==> config.mk <==
export PLATFORM = sky130hd
export DESIGN_NAME = audio_preemph
export DESIGN_NICKNAME = d
export VERILOG_FILES = /design/src/rtl/fm_tx_pkg.sv /design/src/rtl/preemph_mac.sv /design/src/rtl/audio_preemph.sv
export SDC_FILE = /design/constraint.sdc
export NUM_CORES = 1
export LEC_CHECK = 0
export BUFFER_PORTS_ARGS = -buffer_cell sky130_fd_sc_hd__buf_2
export CAP_MARGIN = 20
export CELL_PAD_IN_SITES_DETAIL_PLACEMENT = 0
export CELL_PAD_IN_SITES_GLOBAL_PLACEMENT = 1
export CORE_MARGIN = 3
export CORE_UTILIZATION = 51
export DETAILED_ROUTE_END_ITERATION = 8
export PLACE_DENSITY = 0.9
export SLEW_MARGIN = 20
export SYNTH_ARGS = -nofsm -noshare
export SYNTH_HDL_FRONTEND = slang
export SYNTH_HIERARCHICAL = 1
export SYNTH_SLANG_ARGS = --single-unit
==> constraint.sdc <==
create_clock -name i_clk -period 5.2 [get_ports i_clk]
set_clock_uncertainty 0.05 [all_clocks]
set_input_delay 0.78 -clock i_clk [delete_from_list [all_inputs] [get_ports i_clk]]
set_output_delay 0.78 -clock i_clk [all_outputs]
set_load 0.005 [all_outputs]
==> src/rtl/fm_tx_pkg.sv <==
// fm_tx_pkg: shared constants and FSM state type for the FM transmitter audio path.
// Audio samples are AUDIO_W bits wide and offset binary, so AUDIO_MID encodes silence.
package fm_tx_pkg;

   localparam int AUDIO_W   = 10;
   localparam int AUDIO_MID = 512;
   localparam int EMPH_FRAC = 4;

   typedef enum logic [1:0] {
      ACCUM,
      CALC_L,
      CALC_R,
      OUT
   } emph_state_t;

endpackage

==> src/rtl/preemph_mac.sv <==
// preemph_mac: y = sat(x + ((x - x_prev) * k) >>> EMPH_FRAC), purely combinational.
// Ports: x, x_prev signed samples; k unsigned Q4.4 gain; y saturated signed result.
module preemph_mac
   import fm_tx_pkg::*;
(
   input  logic signed [AUDIO_W-1:0] x,
   input  logic signed [AUDIO_W-1:0] x_prev,
   input  logic        [7:0]         k,
   output logic signed [AUDIO_W-1:0] y
);

   localparam int PW = 2 * AUDIO_W;
   localparam int QW = PW - EMPH_FRAC;
   localparam int SW = QW + 1;

   logic signed [AUDIO_W:0] d;
   logic signed [PW-1:0]    d_ext;
   logic signed [PW-1:0]    k_ext;
   logic signed [PW-1:0]    prod;
   logic signed [QW-1:0]    p;
   logic signed [SW-1:0]    s;
   logic                    unused_frac;

   assign d = {x[AUDIO_W-1], x} - {x_prev[AUDIO_W-1], x_prev};

   assign d_ext = {{(PW-AUDIO_W-1){d[AUDIO_W]}}, d};
   assign k_ext = {{(PW-8){1'b0}}, k};
   assign prod  = d_ext * k_ext;

   // Dropping the fraction bits of a two's complement value is a floor shift.
   assign p           = prod[PW-1:EMPH_FRAC];
   assign unused_frac = ^prod[EMPH_FRAC-1:0];

   assign s = {{(SW-AUDIO_W){x[AUDIO_W-1]}}, x} + {p[QW-1], p};

   always_comb begin
      y = s[AUDIO_W-1:0];
      if (s > SW'(AUDIO_MID - 1)) begin
         y = AUDIO_W'(AUDIO_MID - 1);
      end else if (s < -SW'(AUDIO_MID)) begin
         y = AUDIO_W'(-AUDIO_MID);
      end
   end

endmodule

==> src/rtl/audio_preemph.sv <==
// audio_preemph: decimating stereo averager with optional pre-emphasis (AUDIO_PREEMPH_EN).
// Ports: i_clk, i_rst_n, i_audio_l/r in, i_emph_gain Q4.4; o_audio_l/r, o_valid strobe.
module audio_preemph
   import fm_tx_pkg::*;
#(
   parameter int DECIM_LOG2 = 8
) (
   input  logic               i_clk,
   input  logic               i_rst_n,
   input  logic [AUDIO_W-1:0] i_audio_l,
   input  logic [AUDIO_W-1:0] i_audio_r,
   input  logic [7:0]         i_emph_gain,
   output logic [AUDIO_W-1:0] o_audio_l,
   output logic [AUDIO_W-1:0] o_audio_r,
   output logic               o_valid
);

   localparam int SUM_W = AUDIO_W + DECIM_LOG2;

   logic [DECIM_LOG2-1:0]     cnt;
   logic [SUM_W-1:0]          sum_l;
   logic [SUM_W-1:0]          sum_r;
   logic                      wrap;
   logic signed [AUDIO_W-1:0] avg_l;
   logic signed [AUDIO_W-1:0] avg_r;
   logic signed [AUDIO_W-1:0] x_l;
   logic signed [AUDIO_W-1:0] x_r;
   logic signed [AUDIO_W-1:0] xp_l;
   logic signed [AUDIO_W-1:0] xp_r;
   logic signed [AUDIO_W-1:0] y_l;
   logic signed [AUDIO_W-1:0] y_r;
   logic signed [AUDIO_W-1:0] mac_x;
   logic signed [AUDIO_W-1:0] mac_y;
   logic [7:0]                k;
   emph_state_t               state;

   assign wrap = &cnt;

   // Average, with MSB flipped to turn offset binary into two's complement.
   assign avg_l = {~sum_l[SUM_W-1], sum_l[SUM_W-2:DECIM_LOG2]};
   assign avg_r = {~sum_r[SUM_W-1], sum_r[SUM_W-2:DECIM_LOG2]};

   // The wrap-cycle sample seeds the next frame so no input is dropped.
   always_ff @(posedge i_clk or negedge i_rst_n) begin
      if (!i_rst_n) begin
         cnt   <= '0;
         sum_l <= '0;
         sum_r <= '0;
      end else begin
         cnt <= cnt + DECIM_LOG2'(1);
         if (wrap) begin
            sum_l <= SUM_W'(i_audio_l);
            sum_r <= SUM_W'(i_audio_r);
         end else begin
            sum_l <= sum_l + SUM_W'(i_audio_l);
            sum_r <= sum_r + SUM_W'(i_audio_r);
         end
      end
   end

   // One multiplier, time-shared: left in CALC_L, right in CALC_R.
   assign mac_x = (state == CALC_R) ? x_r : x_l;

`ifdef AUDIO_PREEMPH_EN
   logic signed [AUDIO_W-1:0] mac_xp;

   assign mac_xp = (state == CALC_R) ? xp_r : xp_l;

   preemph_mac u_mac (
      .x      (mac_x),
      .x_prev (mac_xp),
      .k      (k),
      .y      (mac_y)
   );
`else
   logic unused_emph;

   assign unused_emph = ^{k, xp_l, xp_r};
   assign mac_y       = mac_x;
`endif

   always_ff @(posedge i_clk or negedge i_rst_n) begin
      if (!i_rst_n) begin
         state     <= ACCUM;
         x_l       <= '0;
         x_r       <= '0;
         xp_l      <= '0;
         xp_r      <= '0;
         y_l       <= '0;
         y_r       <= '0;
         k         <= '0;
         o_audio_l <= AUDIO_W'(AUDIO_MID);
         o_audio_r <= AUDIO_W'(AUDIO_MID);
         o_valid   <= 1'b0;
      end else begin
         o_valid <= 1'b0;
         unique case (state)
            ACCUM: begin
               if (wrap) begin
                  x_l   <= avg_l;
                  x_r   <= avg_r;
                  k     <= i_emph_gain;
                  state <= CALC_L;
               end
            end
            CALC_L: begin
               y_l   <= mac_y;
               xp_l  <= x_l;
               state <= CALC_R;
            end
            CALC_R: begin
               y_r   <= mac_y;
               xp_r  <= x_r;
               state <= OUT;
            end
            OUT: begin
               o_audio_l <= {~y_l[AUDIO_W-1], y_l[AUDIO_W-2:0]};
               o_audio_r <= {~y_r[AUDIO_W-1], y_r[AUDIO_W-2:0]};
               o_valid   <= 1'b1;
               state     <= ACCUM;
            end
            default: state <= ACCUM;
         endcase
      end
   end

endmodule

==> flow_summary.toml <==
[run_status]
outcome = "completed"

[worst_setup_path]
crit_buf_inv = 1
crit_type = "in -> reg"
cpPeakStageDelay_ns = 0.46
critPathMaxFanout = 4
critPathRequiredTime_ns = 5.39
reg2reg_slack_ns = 2.86
critPathSlowestCell = "fa_1"
worst-r2r-cell-count = 8
path_cells = "buf_2 -> ha_1 -> fa_1 -> a211oi_2 -> nor3b_1 -> o32a_1 -> nand3_1 -> xor2_1 -> nor2_1"
r2r_start = "sum_l[0]"
start_kind = "input pin"
cp-end-kind = "flop"
critical-path-top-delay-family = "adder cells"
critPathArrivalTime_ns = 2.68
reg2reg_to = "sum_l[16]"

[hold_path]
hp-start = "y_r[9]"
min_path_cells = 1
hold_path_end = "o_audio_r[9]"
min_path_type = "reg -> reg"

[power]
switching_power_mw = 0.855
leakage_nw = 2.79
pwr-share-seq = 0.440
internal_power_mw = 1.55
clkPwrFrac = 0.212
power_density_nw_per_um2 = 425
finalPower_mw = 2.40
swShare = 0.356
combPwrFrac = 0.348
vdd.ir_drop.worst_mv = 0.247

[yosys]
syn-num-nets = 504
synth_async_sr_flop_share = 1.00
synth.largest_area_cell = "dfrtp_1"
synth_top_area_frac = 0.512
yosysWarningCount = 6
synth_area_um2 = 5130
synth.avg_cell_area_um2 = 11.5
ys_seq_area_frac = 0.522
yosys-top-cells-area = "dfrtp_1 51%, ha_1 6.3%, mux2_2 6.1%, xor2_1 3.1%, nand2_1 3.0%"
synth-edff-count = 0
synth_cell_types = 43
synthCells = 446
synthFlopType = "dfrtp_1"
synth_seq_cells = 107

[clock_network]
numClockSinks = 107
cts.repair.resized = 0
htree_levels = 3
postCtsSetupRepairBufs = 0
cts_buffers = 9
path_clk_slew_ns = 0.11
tritoncts = "done"
hold_buffers = 0
cts_root_buffer = "clkbuf_8"
cts_buffer_depth = 2
clk-insertion-delay-late_ns = 0.37

[sta]
rsz0062_at_grt = "false"
setup_viol = 0
final_max_slew_viol_count = 0
layout_min_cycle_time_ns = 2.49
hold_violations = 0
tightest_slew_ns = 1.04
timing.fmax_ghz = 0.401
setup_tns_ns = 0
fin_crit_sh = 0.479
slew-limit-headroom = 0.304

[detailed_routing]
wl_met2_mm = 4.24
wirelength_mm = 8.98
initialDrtViolationCount = 138
ant_nets = 0
wl_per_cell_um = 14.5
routed-via-count = 3298
drt_first_pass_iters = 4
highest_layer = "met4"
met1_length_mm = 4.29
wl_met3_um = 366
drc = 0
vias_per_cell = 5.33

[global_routing]
grt_usage = 0.173
gr-total-overflow = 0
grt_pass1_vias = 3291
antenna_found_initial = 0
grt_pass1_wl_mm = 15.8
grt_max_degree = 58

[floorplanning]
core_area_um2 = 9500
io_pins = 51
start_util = 0.540
dieArea_um2 = 11300
die-width_um = 106
rows = 35
die_y_um = 106

[job]
drv_cap = 0

[layout]
drive_above_1_share = 0.212
fillerInstances = 843
final_nets = 543
diodes = 0
area_growth_syn_to_layout_pct = 10.0
final_core_util = 0.594

[placement]
port_buffers = 42
routabilityCongestion = 0.803
dp_hpwl_mm = 6.44
## layer usage
metal,up-vias,GRT usage
met5,-,0
met1,1583,0.237
met4,0,0.0472
met3,9,0.0455
li1,1645,-
met2,61,0.275
## area by class of cell
cell class              instances  area, um2  area share
multi-input cells             316       2350       0.416
clock buffers                  10        138      0.0244
inverters                       7       26.3     0.00465
clock inverters                 6       65.1      0.0115
well taps                     129        161      0.0286
repair buffers                 44        228      0.0403
flip-flops and latches        107       2680       0.474
## cells by family after synthesis
| kind of cell | synth area share |
|---|---|
| AND/OR/NAND/NOR | 0.0953 |
| flip-flops | 0.522 |
| AO/OA/AOI/OAI | 0.109 |
| multiplexers | 0.131 |
| XOR/XNOR | 0.0512 |
| adder cells (fa/ha/maj) | 0.0712 |
| buffers and inverters | 0.0200 |
## state kept, by name, summed over array words and instances, names as in the netlist
signal     count
sum_l         18
sum_r         18
x_r           10
o_audio_r     10
o_valid        1
x_l           10
y_r           10
state          2
o_audio_l     10
cnt            8
y_l           10
## placed cells by master (no fill, tap or decap), types with 3 or more instances in the layout
master | synthesis | layout
o31ai_1 | 3 | 3
a211oi_1 | 7 | 7
dfrtp_1 | 105 | 105
o21a_1 | 5 | 5
nor3_1 | 5 | 5
inv_1 | 7 | 7
mux2_1 | 7 | 7
or3_1 | 5 | 5
and3_1 | 5 | 5
o211a_1 | 3 | 3
xor2_1 | 18 | 18
nand3_1 | 12 | 12
nor2_1 | 36 | 36
buf_4 | 0 | 3
mux2_2 | 28 | 28
nand2_1 | 41 | 41
clkbuf_8 | 0 | 10
ha_1 | 26 | 26
a21o_1 | 10 | 10
buf_2 | 1 | 41
o21ai_0 | 16 | 16
mux2_4 | 10 | 10
a21oi_1 | 27 | 27
xnor2_1 | 12 | 12
o21ai_1 | 9 | 9
mux2i_1 | 13 | 13
## through the flow
stage | cells | area (um2) | worst slack [ns] | hold WS (ns)
6_report | 619 | 5650 | 2.71 | 0.364
5_1_grt | 619 | 5650 | 2.56 | 0.379
4_1_cts | 619 | 5650 | 2.75 | 0.366
3_5_place_dp | 603 | 5450 | 2.34 | 0.367
3_3_place_gp | 603 | 5450 | 2.37 | 0.354
2_1_floorplan | 446 | 5130 | 2.64 | 0.338
## how the worst max path moves through the flow
stage                end         start  slack [ns]  cells past startpoint
5_1_grt        sum_r[12]  i_audio_r[0]        2.56                      9
6_report       sum_l[16]  i_audio_l[0]        2.71                      9
3_5_place_dp   sum_l[12]  i_audio_l[0]        2.34                      9
4_1_cts        sum_r[12]  i_audio_r[0]        2.75                      9
3_3_place_gp   sum_l[12]  i_audio_l[0]        2.37                      9
2_1_floorplan  sum_l[12]  i_audio_l[0]        2.64                      8
## synth_stat cells, types with 7 or more instances
cell and count:
dfrtp_1 105, nand2_1 41, nor2_1 36, mux2_2 28
a21oi_1 27, ha_1 26, xor2_1 18, o21ai_0 16
mux2i_1 13, clkbuf_1 12, nand3_1 12, xnor2_1 12
a21o_1 10, mux2_4 10, o21ai_1 9, a211oi_1 7
inv_1 7, mux2_1 7
## worst reg2reg max path, delay by kind of cell, from the launching register on
| family | cells | cell delay [ns] |
|---|---|---|
| AOI/OAI and AO/OA | 2 | 0.68 |
| adders and majority gates | 2 | 0.66 |
| DFF | 1 | 0.38 |
| and+or+nand+nor | 3 | 0.29 |
| xor gates and xnor gates | 1 | 0.15 |
## power groups by stage
stage	registers, mW	clock network, mW	logic [mW]
3_3_place_gp	1.07	0	0.795
3_5_place_dp	1.08	0	0.831
6_report	1.06	0.509	0.835
2_1_floorplan	1.04	0	0.683
4_1_cts	1.06	0.525	0.838
5_1_grt	1.07	0.563	0.965
Power figures use the tool's default switching activity.
